[src/rtl/mdio_master_ctrl_pkg.sv]
// Shared constants, FSM state type and header builder for the Clause-22 MDIO master.
package mdio_master_ctrl_pkg;

  localparam logic [1:0]  MDIO_ST        = 2'b01;
  localparam logic [1:0]  MDIO_OP_RD     = 2'b10;
  localparam logic [1:0]  MDIO_OP_WR     = 2'b01;
  localparam int unsigned MDIO_HDR_BITS  = 14;
  localparam int unsigned MDIO_DATA_BITS = 16;

  typedef enum logic [2:0] {
    ST_IDLE,
    ST_PRE,
    ST_HDR,
    ST_TA,
    ST_DATA,
    ST_END
  } mdio_state_t;

  function automatic logic [MDIO_HDR_BITS-1:0] mdio_header(input logic       rd,
                                                           input logic [4:0] phy,
                                                           input logic [4:0] rg);
    return {MDIO_ST, (rd ? MDIO_OP_RD : MDIO_OP_WR), phy, rg};
  endfunction

endpackage

[src/rtl/mdio_master_ctrl_tick_gen.sv]
// MDC generator: divides clk by CLK_DIV per half-period, flags the cycle before each MDC edge.
module mdc_tick_gen #(
  parameter int unsigned CLK_DIV = 50
) (
  input  logic clk,
  input  logic reset,
  input  logic run,
  input  logic clear,
  output logic mdc,
  output logic fall_tick,
  output logic rise_tick
);

  localparam int unsigned     DIV_W    = $clog2(CLK_DIV + 1);
  localparam logic [DIV_W-1:0] DIV_LAST = DIV_W'(CLK_DIV - 1);

  logic [DIV_W-1:0] div;
  logic             wrap;

  assign wrap      = run && (div == DIV_LAST);
  assign fall_tick = wrap & mdc;
  assign rise_tick = wrap & ~mdc;

  always_ff @(posedge clk or posedge reset) begin
    if (reset) begin
      div <= '0;
      mdc <= 1'b0;
    end else if (clear) begin
      div <= '0;
      mdc <= 1'b0;
    end else if (run) begin
      if (wrap) begin
        div <= '0;
        mdc <= ~mdc;
      end else begin
        div <= div + 1'b1;
      end
    end
  end

endmodule

[src/rtl/mdio_master_ctrl.sv]
// Clause-22 MDIO master: serialises one read/write frame per accepted command and
// returns read data plus a no-PHY flag sampled from the second turnaround bit.
module mdio_master_ctrl
  import mdio_master_ctrl_pkg::*;
#(
  parameter int unsigned CLK_DIV  = 50,
  parameter int unsigned PRE_BITS = 32
) (
  input  logic        clk,
  input  logic        reset,
  input  logic        cmd_valid,
  output logic        cmd_ready,
  input  logic        cmd_rd,
  input  logic [4:0]  cmd_phy_addr,
  input  logic [4:0]  cmd_reg_addr,
  input  logic [15:0] cmd_wdata,
  output logic        rsp_valid,
  output logic [15:0] rsp_rdata,
  output logic        rsp_err,
  output logic        busy,
  output logic        mdc,
  output logic        mdio_o,
  output logic        mdio_t,
  input  logic        mdio_i
);

  localparam logic [5:0] PRE_LAST  = 6'(PRE_BITS - 1);
  localparam logic [5:0] HDR_LAST  = 6'(MDIO_HDR_BITS - 1);
  localparam logic [5:0] DATA_LAST = 6'(MDIO_DATA_BITS - 1);

  mdio_state_t                state, state_n;
  logic [5:0]                 cnt, cnt_n;
  logic [15:0]                shreg, shreg_n;
  logic [MDIO_HDR_BITS-1:0]   hdr, hdr_n;
  logic                       rd, rd_n;
  logic                       end_done, end_done_n;
  logic                       rsp_valid_n, rsp_err_n, mdio_o_n, mdio_t_n;
  logic [15:0]                rsp_rdata_n;
  logic                       fall_tick, rise_tick;

  assign cmd_ready = (state == ST_IDLE);
  assign busy      = ~cmd_ready;

  // The divider is frozen for the single clk between the END fall edge and rsp_valid.
  mdc_tick_gen #(.CLK_DIV(CLK_DIV)) u_tick (
    .clk       (clk),
    .reset     (reset),
    .run       ((state != ST_IDLE) && !end_done),
    .clear     (state == ST_IDLE),
    .mdc       (mdc),
    .fall_tick (fall_tick),
    .rise_tick (rise_tick)
  );

  always_ff @(posedge clk or posedge reset) begin
    if (reset) begin
      state     <= ST_IDLE;
      cnt       <= '0;
      shreg     <= '0;
      hdr       <= '0;
      rd        <= 1'b0;
      end_done  <= 1'b0;
      rsp_valid <= 1'b0;
      rsp_rdata <= '0;
      rsp_err   <= 1'b0;
      mdio_o    <= 1'b1;
      mdio_t    <= 1'b1;
    end else begin
      state     <= state_n;
      cnt       <= cnt_n;
      shreg     <= shreg_n;
      hdr       <= hdr_n;
      rd        <= rd_n;
      end_done  <= end_done_n;
      rsp_valid <= rsp_valid_n;
      rsp_rdata <= rsp_rdata_n;
      rsp_err   <= rsp_err_n;
      mdio_o    <= mdio_o_n;
      mdio_t    <= mdio_t_n;
    end
  end

  always_comb begin
    state_n     = state;
    cnt_n       = cnt;
    shreg_n     = shreg;
    hdr_n       = hdr;
    rd_n        = rd;
    end_done_n  = end_done;
    rsp_valid_n = 1'b0;
    rsp_rdata_n = rsp_rdata;
    rsp_err_n   = rsp_err;
    mdio_o_n    = mdio_o;
    mdio_t_n    = mdio_t;

    unique case (state)
      ST_IDLE: begin
        if (cmd_valid) begin
          state_n     = ST_PRE;
          cnt_n       = '0;
          hdr_n       = mdio_header(cmd_rd, cmd_phy_addr, cmd_reg_addr);
          rd_n        = cmd_rd;
          shreg_n     = cmd_rd ? '0 : cmd_wdata;
          rsp_rdata_n = '0;
          rsp_err_n   = 1'b0;
          mdio_o_n    = 1'b1;
          mdio_t_n    = 1'b0;
        end
      end

      ST_PRE: begin
        if (fall_tick) begin
          if (cnt == PRE_LAST) begin
            state_n  = ST_HDR;
            cnt_n    = '0;
            mdio_o_n = hdr[MDIO_HDR_BITS-1];
          end else begin
            cnt_n = cnt + 6'd1;
          end
        end
      end

      // Header and write data are launched from the MSB of a left-shifting register.
      ST_HDR: begin
        if (fall_tick) begin
          if (cnt == HDR_LAST) begin
            state_n  = ST_TA;
            cnt_n    = '0;
            mdio_o_n = 1'b1;
            mdio_t_n = rd;
          end else begin
            cnt_n    = cnt + 6'd1;
            hdr_n    = hdr << 1;
            mdio_o_n = hdr[MDIO_HDR_BITS-2];
          end
        end
      end

      ST_TA: begin
        if (rise_tick && rd && (cnt == 6'd1)) begin
          rsp_err_n = mdio_i;
        end
        if (fall_tick) begin
          if (cnt == 6'd1) begin
            state_n = ST_DATA;
            cnt_n   = '0;
            if (!rd) mdio_o_n = shreg[15];
          end else begin
            cnt_n = 6'd1;
            if (!rd) mdio_o_n = 1'b0;
          end
        end
      end

      ST_DATA: begin
        if (rise_tick && rd) begin
          shreg_n = {shreg[14:0], mdio_i};
        end
        if (fall_tick) begin
          if (cnt == DATA_LAST) begin
            state_n  = ST_END;
            cnt_n    = '0;
            mdio_o_n = 1'b1;
            mdio_t_n = 1'b1;
          end else begin
            cnt_n = cnt + 6'd1;
            if (!rd) begin
              shreg_n  = shreg << 1;
              mdio_o_n = shreg[14];
            end
          end
        end
      end

      ST_END: begin
        if (end_done) begin
          state_n     = ST_IDLE;
          end_done_n  = 1'b0;
          rsp_valid_n = 1'b1;
          rsp_rdata_n = rd ? shreg : '0;
        end else if (fall_tick) begin
          end_done_n = 1'b1;
        end
      end

      default: state_n = ST_IDLE;
    endcase
  end

endmodule

[config.mk]
export PLATFORM = sky130hd
export DESIGN_NAME = mdio_master_ctrl
export DESIGN_NICKNAME = d
export VERILOG_FILES = /design/src/rtl/mdio_master_ctrl_pkg.sv /design/src/rtl/mdio_master_ctrl_tick_gen.sv /design/src/rtl/mdio_master_ctrl.sv
export SDC_FILE = /design/constraint.sdc
export NUM_CORES = 1
export LEC_CHECK = 0
export ABC_CLOCK_PERIOD_IN_PS = 2490
export CAP_MARGIN = 20
export CORE_MARGIN = 4
export CORE_UTILIZATION = 33
export DETAILED_ROUTE_END_ITERATION = 12
export SYNTH_ARGS = -nofsm -noshare
export SYNTH_HDL_FRONTEND = slang
export SYNTH_SLANG_ARGS = --single-unit
[constraint.sdc]
create_clock -name clk -period 2.49 [get_ports clk]
set_input_delay 0.249 -clock clk [delete_from_list [all_inputs] [get_ports clk]]
set_output_delay 0.249 -clock clk [all_outputs]
set_load 0.01 [all_outputs]
Word-level counts from Yosys, hierarchy flattened --
Cells that the tools add are included.
Storage, ports and cells: bits in registers 68, bits of input ports 31, output and inout bits 23, logic and storage cells 136
Operators by class: $add $sub $neg 2, eq/ne operators 24, multiplexer cells 68, bitwise operators 4, reductions and logical operators 25
Operator list (number):
- 16-bit two-way mux | 9
- 6-bit two-way mux | 11
- 16-bit case mux with 2 select lines | 2
- 14-bit two-way mux | 3
- 3-bit two-way mux | 10
- 6-bit case mux with 5 select lines | 1
- 14-bit case mux with 2 select lines | 1
- 1-bit two-way mux | 26
- 2-bit inequality test (second input constant) | 13
- 3-bit case mux with 6 select lines | 1
- 6-bit by 1-bit adder with 6-bit output (second input constant) | 2
- 6-bit by 4-bit equality test with 1-bit output (second input constant) | 2
- 6-bit AND reduction | 2
- 2-bit nonzero test | 6
- 10-bit AND reduction | 1
- 9-bit AND reduction | 1
- 3-bit by 2-bit equality test with 1-bit output (second input constant) | 2
- 3-bit equality test (second input constant) | 2
- 6-bit by 1-bit equality test with 1-bit output (second input constant) | 1
- 6-bit by 5-bit equality test with 1-bit output (second input constant) | 1
- 6-bit equality test (second input constant) | 1
- 2-bit AND reduction | 3
- 3-bit AND reduction | 2
- 3-bit nonzero test | 2
- other kinds (13) | 18

Logic depth before layout (Yosys ltp) --
depth in word-level cells 10, depth in mapped cells 8, gate-level depth less buffers 7

By module --
A second synthesis with hierarchy kept.
Unflattened totals: cells, all modules 367, area total of the unflattened synthesis 3627.2 um2
By module, submodules not included:
- mdio_master_ctrl | instances 1, cells each 324, area an instance 3211.8 um2, seq. area each 1529.0 um2
- mdc_tick_gen | instances 1, cells each 43, area an instance 415.4 um2, seq. area each 175.2 um2

Worst setup path before layout --
Ideal clock, no wire load.
kind reg-to-reg, start point reg u_tick.div[3], end point reg mdio_o, setup time 0.085 ns, arrival time 1.785 ns, data required time 2.405 ns, path slack 0.621 ns, cell stages (with the launch flop) 8, path buffers 2, clock period less this slack 1.869 ns, path through dfrtp_1 > and4bb_1 > and4b_1 > buf_4 > a21boi_2 > buf_6 > nor4_1 > mux2_1
Between the ends: longest elaborated chain between the ends 5, elaborated cells on any way between the ends 8, classes of those cells 5 x eq/ne; 1 x bitwise; 2 x reduce/logical
Ends and longest elaborated chain:
- start, declared | RTL line mdio_master_ctrl_tick_gen.sv:17 | logic [DIV_W-1:0] div;
- start signal, assigned | RTL line mdio_master_ctrl_tick_gen.sv:36 | div <= div + 1'b1;
- 6-bit equality test * | RTL line mdio_master_ctrl_tick_gen.sv:20 | assign wrap = run && (div == DIV_LAST);
- 1-bit logical AND * | RTL line mdio_master_ctrl_tick_gen.sv:20
- 1-bit AND * | RTL line mdio_master_ctrl_tick_gen.sv:21 | assign fall_tick = wrap & mdc;
- 2-bit inequality test (no line)
- 9-bit AND reduction (no line) *
- end signal, assigned | RTL line mdio_master_ctrl.sv:78 | mdio_o <= mdio_o_n;
- end, declared | RTL line mdio_master_ctrl.sv:22 | output logic mdio_o,
Mark *: on every way between the ends. The rest lies on a longest branch, timed or not. A chain may end at the register's enable or synchronous reset.

Worst setup path after layout --
start point reg state[2], end point out cmd_ready
Between the ends: longest elaborated chain between the ends 1
Ends and longest elaborated chain:
- start, declared | RTL line mdio_master_ctrl.sv:31 | mdio_state_t state, state_n;
- start signal, assigned | RTL line mdio_master_ctrl.sv:69 | state <= state_n;
- 3-bit logical NOT | RTL line mdio_master_ctrl.sv:41 | assign cmd_ready = (state == ST_IDLE);
- end, declared | RTL line mdio_master_ctrl.sv:12 | output logic cmd_ready,
Every way passes these cells.

==> impl_metrics.sql <==
INSERT INTO impl_metrics (metric_group, metric, value, unit) VALUES
('worst_setup_path', 'worstSetupPathType', 'reg -> out', ''),
('worst_setup_path', 'crit_path_cell_trace', 'nor3_4 -> buf_4 -> clkdlybuf4s50_1', ''),
('logic_synthesis', 'yosysTopAreaCell', 'sky130_fd_sc_hd__dfrtp_1', ''),
('cts', 'ctsHtreeMaxLevel', '3', ''),
('power_and_ir_drop', 'comb_power_share', '4.7', '%'),
('detailed_routing', 'drt_drc_violations_left', '0', ''),
('die', 'fp.coreArea', '10300', 'um2'),
('global_routing', 'grt_usage', '13.6', '%'),
('status', 'outcome', 'complete, no violations', ''),
('die', 'floorplan.initialDensity', '33.7', '%'),
('sta', 'post-route-period-util', '91.0', '%'),
('cts', 'tritoncts', 'done', ''),
('power_and_ir_drop', 'power_per_cell_area', '522', 'nW/um2'),
('cells_and_area', 'finalCoreUtilization', '42.3', '%'),
('run', 'reported_max_cap_violation_count', '0', ''),
('sta', 'fin_worst_skew', '10.6', 'ps'),
('sta', 'timing.final.crit_period', '2260', 'ps'),
('detailed_routing', 'via_count', '2773', ''),
('die', 'horiz_die_dim', '111', 'um'),
('worst_setup_path', 'cpMaxStageDelayCell', 'sky130_fd_sc_hd__dfrtp_1', ''),
('logic_synthesis', 'synth_seq_area_share', '49.2', '%'),
('detailed_routing', 'drt_first_pass_iters', '5', ''),
('global_routing', 'grt_antenna_before_repair', '0', ''),
('worst_setup_path', 'critPathLaunchType', 'register', ''),
('cts', 'cts_hold_buf', '0', ''),
('worst_setup_path', 'max_stage_delay', '610', 'ps'),
('sta', 'timing_worst_slew_pin_value', '1040', 'ps'),
('global_routing', 'first_global_vias', '2738', ''),
('detailed_routing', 'drt-total-wl', '8.08', 'mm'),
('logic_synthesis', 'ys_seq_elements', '68', ''),
('die', 'pin_count', '54', ''),
('logic_synthesis', 'synth_warnings', '0', ''),
('die', 'fp-row-count', '37', ''),
('cts', 'post_cts_buffers', '0', ''),
('power_and_ir_drop', 'seq_power_share', '50.0', '%'),
('sta', 'setup_total_negative_slack', '0', 'ps'),
('cells_and_area', 'layout_common_cells', 'sky130_fd_sc_hd__dfrtp_1 (66), sky130_fd_sc_hd__nand2_1 (59), sky130_fd_sc_hd__clkdlybuf4s50_1 (53)', ''),
('sta', 'finalSetupViolations', '0', ''),
('worst_setup_path', 'timing.critical_path.arrival', '2020', 'ps'),
('place', 'port_buffers', '53', ''),
('place', 'placed_cells', '530', ''),
('detailed_routing', 'drt_first_iter_violations', '184', ''),
('cells_and_area', 'syn2layout_area_growth', '25.3', '%'),
('sta', 'rsz_0062_raised_after_global_routing', 'no', ''),
('logic_synthesis', 'synth_nets', '389', ''),
('logic_synthesis', 'synth_area_leaders', 'sky130_fd_sc_hd__dfrtp_1 (48%), sky130_fd_sc_hd__nand2_1 (6.4%), sky130_fd_sc_hd__a21o_1 (3.9%)', ''),
('power_and_ir_drop', 'cellInternalPower', '0.00175', 'W'),
('cells_and_area', 'fin_nets', '440', ''),
('cts', 'clock_tree.root_cell', 'sky130_fd_sc_hd__clkbuf_8', ''),
('worst_setup_path', 'crit_path_end_kind', 'output pin', ''),
('die', 'die_footprint', '12200', 'um2'),
('detailed_routing', 'route.antenna.remaining_nets', '0', ''),
('sta', 'timing_hold_violations_final', '0', ''),
('power_and_ir_drop', 'leak_pwr', '2.04', 'nW'),
('logic_synthesis', 'synthCells', '354', ''),
('sta', 'clock.fmax', '442', 'MHz'),
('die', 'die_height', '111', 'um'),
('logic_synthesis', 'synthDominantCellAreaShare', '47.6', '%'),
('sta', 'max_slew_margin', '30.4', '%'),
('place', 'place_congestion', '0.826', ''),
('worst_setup_path', 'crit_required', '2240', 'ps'),
('detailed_routing', 'avgRoutedWirePerCell', '14.8', 'um'),
('cts', 'max-clock-path-buffers', '2', ''),
('global_routing', 'grt_pass1_wl', '13.7', 'mm'),
('cts', 'post_cts_resized', '0', ''),
('cts', 'clk_pin_slew_worst_paths', '80', 'ps'),
('global_routing', 'grt_max_degree', '42', ''),
('cells_and_area', 'final-instance-count-excl-fill', '546', ''),
('global_routing', 'gr-total-overflow', '0', ''),
('cts', 'cts_made_buffers', '9', ''),
('logic_synthesis', 'synth_enable_flop_cells', '0', '');
[per-layer routing]
metal | share of wire [%] | global-route usage [%]
met1 | 46 | 17.4
met2 | 48 | 22.4
met3 | 4.0 | 3.23
met4 | 1.1 | 5.01
met5 | 0 | 0
[cell usage after synthesis, drive strengths merged, types with 3 or more instances]
cell type,number
or2,3
buf,14
nand3,11
o21ai,34
dfrtp,66
ha,4
a21o,18
a22o,15
nor2b,3
xnor2,4
nor4,3
nor2,13
nor3,11
clkbuf,10
inv,11
a21oi,8
nand2b,4
nand3b,3
nand2,60
mux2i,11
[critical path: cells and delay by family, from the launching register on]
kind                   cells  cell delay (ps)
AND/OR/NAND/NOR            1              270
buffers and inverters      2              780
flip-flops                 1              610
[power by group through the flow]
stage / Sequential (W) / Combinational, W / Clock, W
global placement: 0.00116 / 0.000108 / 0
floorplan: 0.00115 / 0.0000363 / 0
finish: 0.00113 / 0.000106 / 0.00103
detailed placement: 0.00115 / 0.000110 / 0
global route: 0.00114 / 0.000119 / 0.00111
CTS: 0.00113 / 0.000110 / 0.00106
[path summary, 6_finish.rpt]
| kind | from | end | slack (ps) | cells past startpoint |
|---|---|---|---|---|
| worst max-delay path | state[2] | cmd_ready | 230 | 3 |
| worst min-delay path | reset | rsp_rdata[1] | 280 | 3 |
| worst max register to register | state[2] | shreg[7] | 290 | 5 |
| worst min register to register | hdr[9] | hdr[9] | 480 | 2 |
| max in group asynchronous | reset | mdio_o | 1750 | 3 |
| min in group clk | hdr[9] | hdr[9] | 480 | 2 |
[sequential cells by signal, indices dropped and copies added, names as in the netlist, 3 cells and up]
register / flops
state: 3
shreg: 16
hdr: 14
u_tick.div: 6
cnt: 6
rsp_rdata: 16
[cells by family (layout without fill, tap and decap cells)]
kind of cell / after synthesis / count (layout) / share of synthesized area [%]
adder cells (fa/ha/maj): 4 / 4 / 1.44
buffers and inverters: 35 / 91 / 4.94
AO/OA/AOI/OAI: 100 / 100 / 20.5
XOR/XNOR: 5 / 5 / 1.26
AND/OR/NAND/NOR: 129 / 129 / 18.9
multiplexers: 13 / 13 / 3.83
flip-flops: 68 / 68 / 49.2
[per-stage QoR]
stage / area (um2) / power, W / hold slack [ps]
4_1_cts: 4340 / 0.00230 / 291
5_1_grt: 4340 / 0.00236 / 326
6_report: 4340 / 0.00227 / 284
2_1_floorplan: 3470 / 0.00119 / 399
3_3_place_gp: 4120 / 0.00126 / 459
3_5_place_dp: 4120 / 0.00126 / 465
[final cells by class]
type	instances	area (um2)
fillers	1039	5930
flip-flops and latches	68	1700
multi-input cells	251	1590
repair buffers	64	613
well taps	136	170
clock buffers	9	124
clock inverters	7	98.8
inverters	11	41.3
Note: power is estimated with default switching activity, not from simulation.
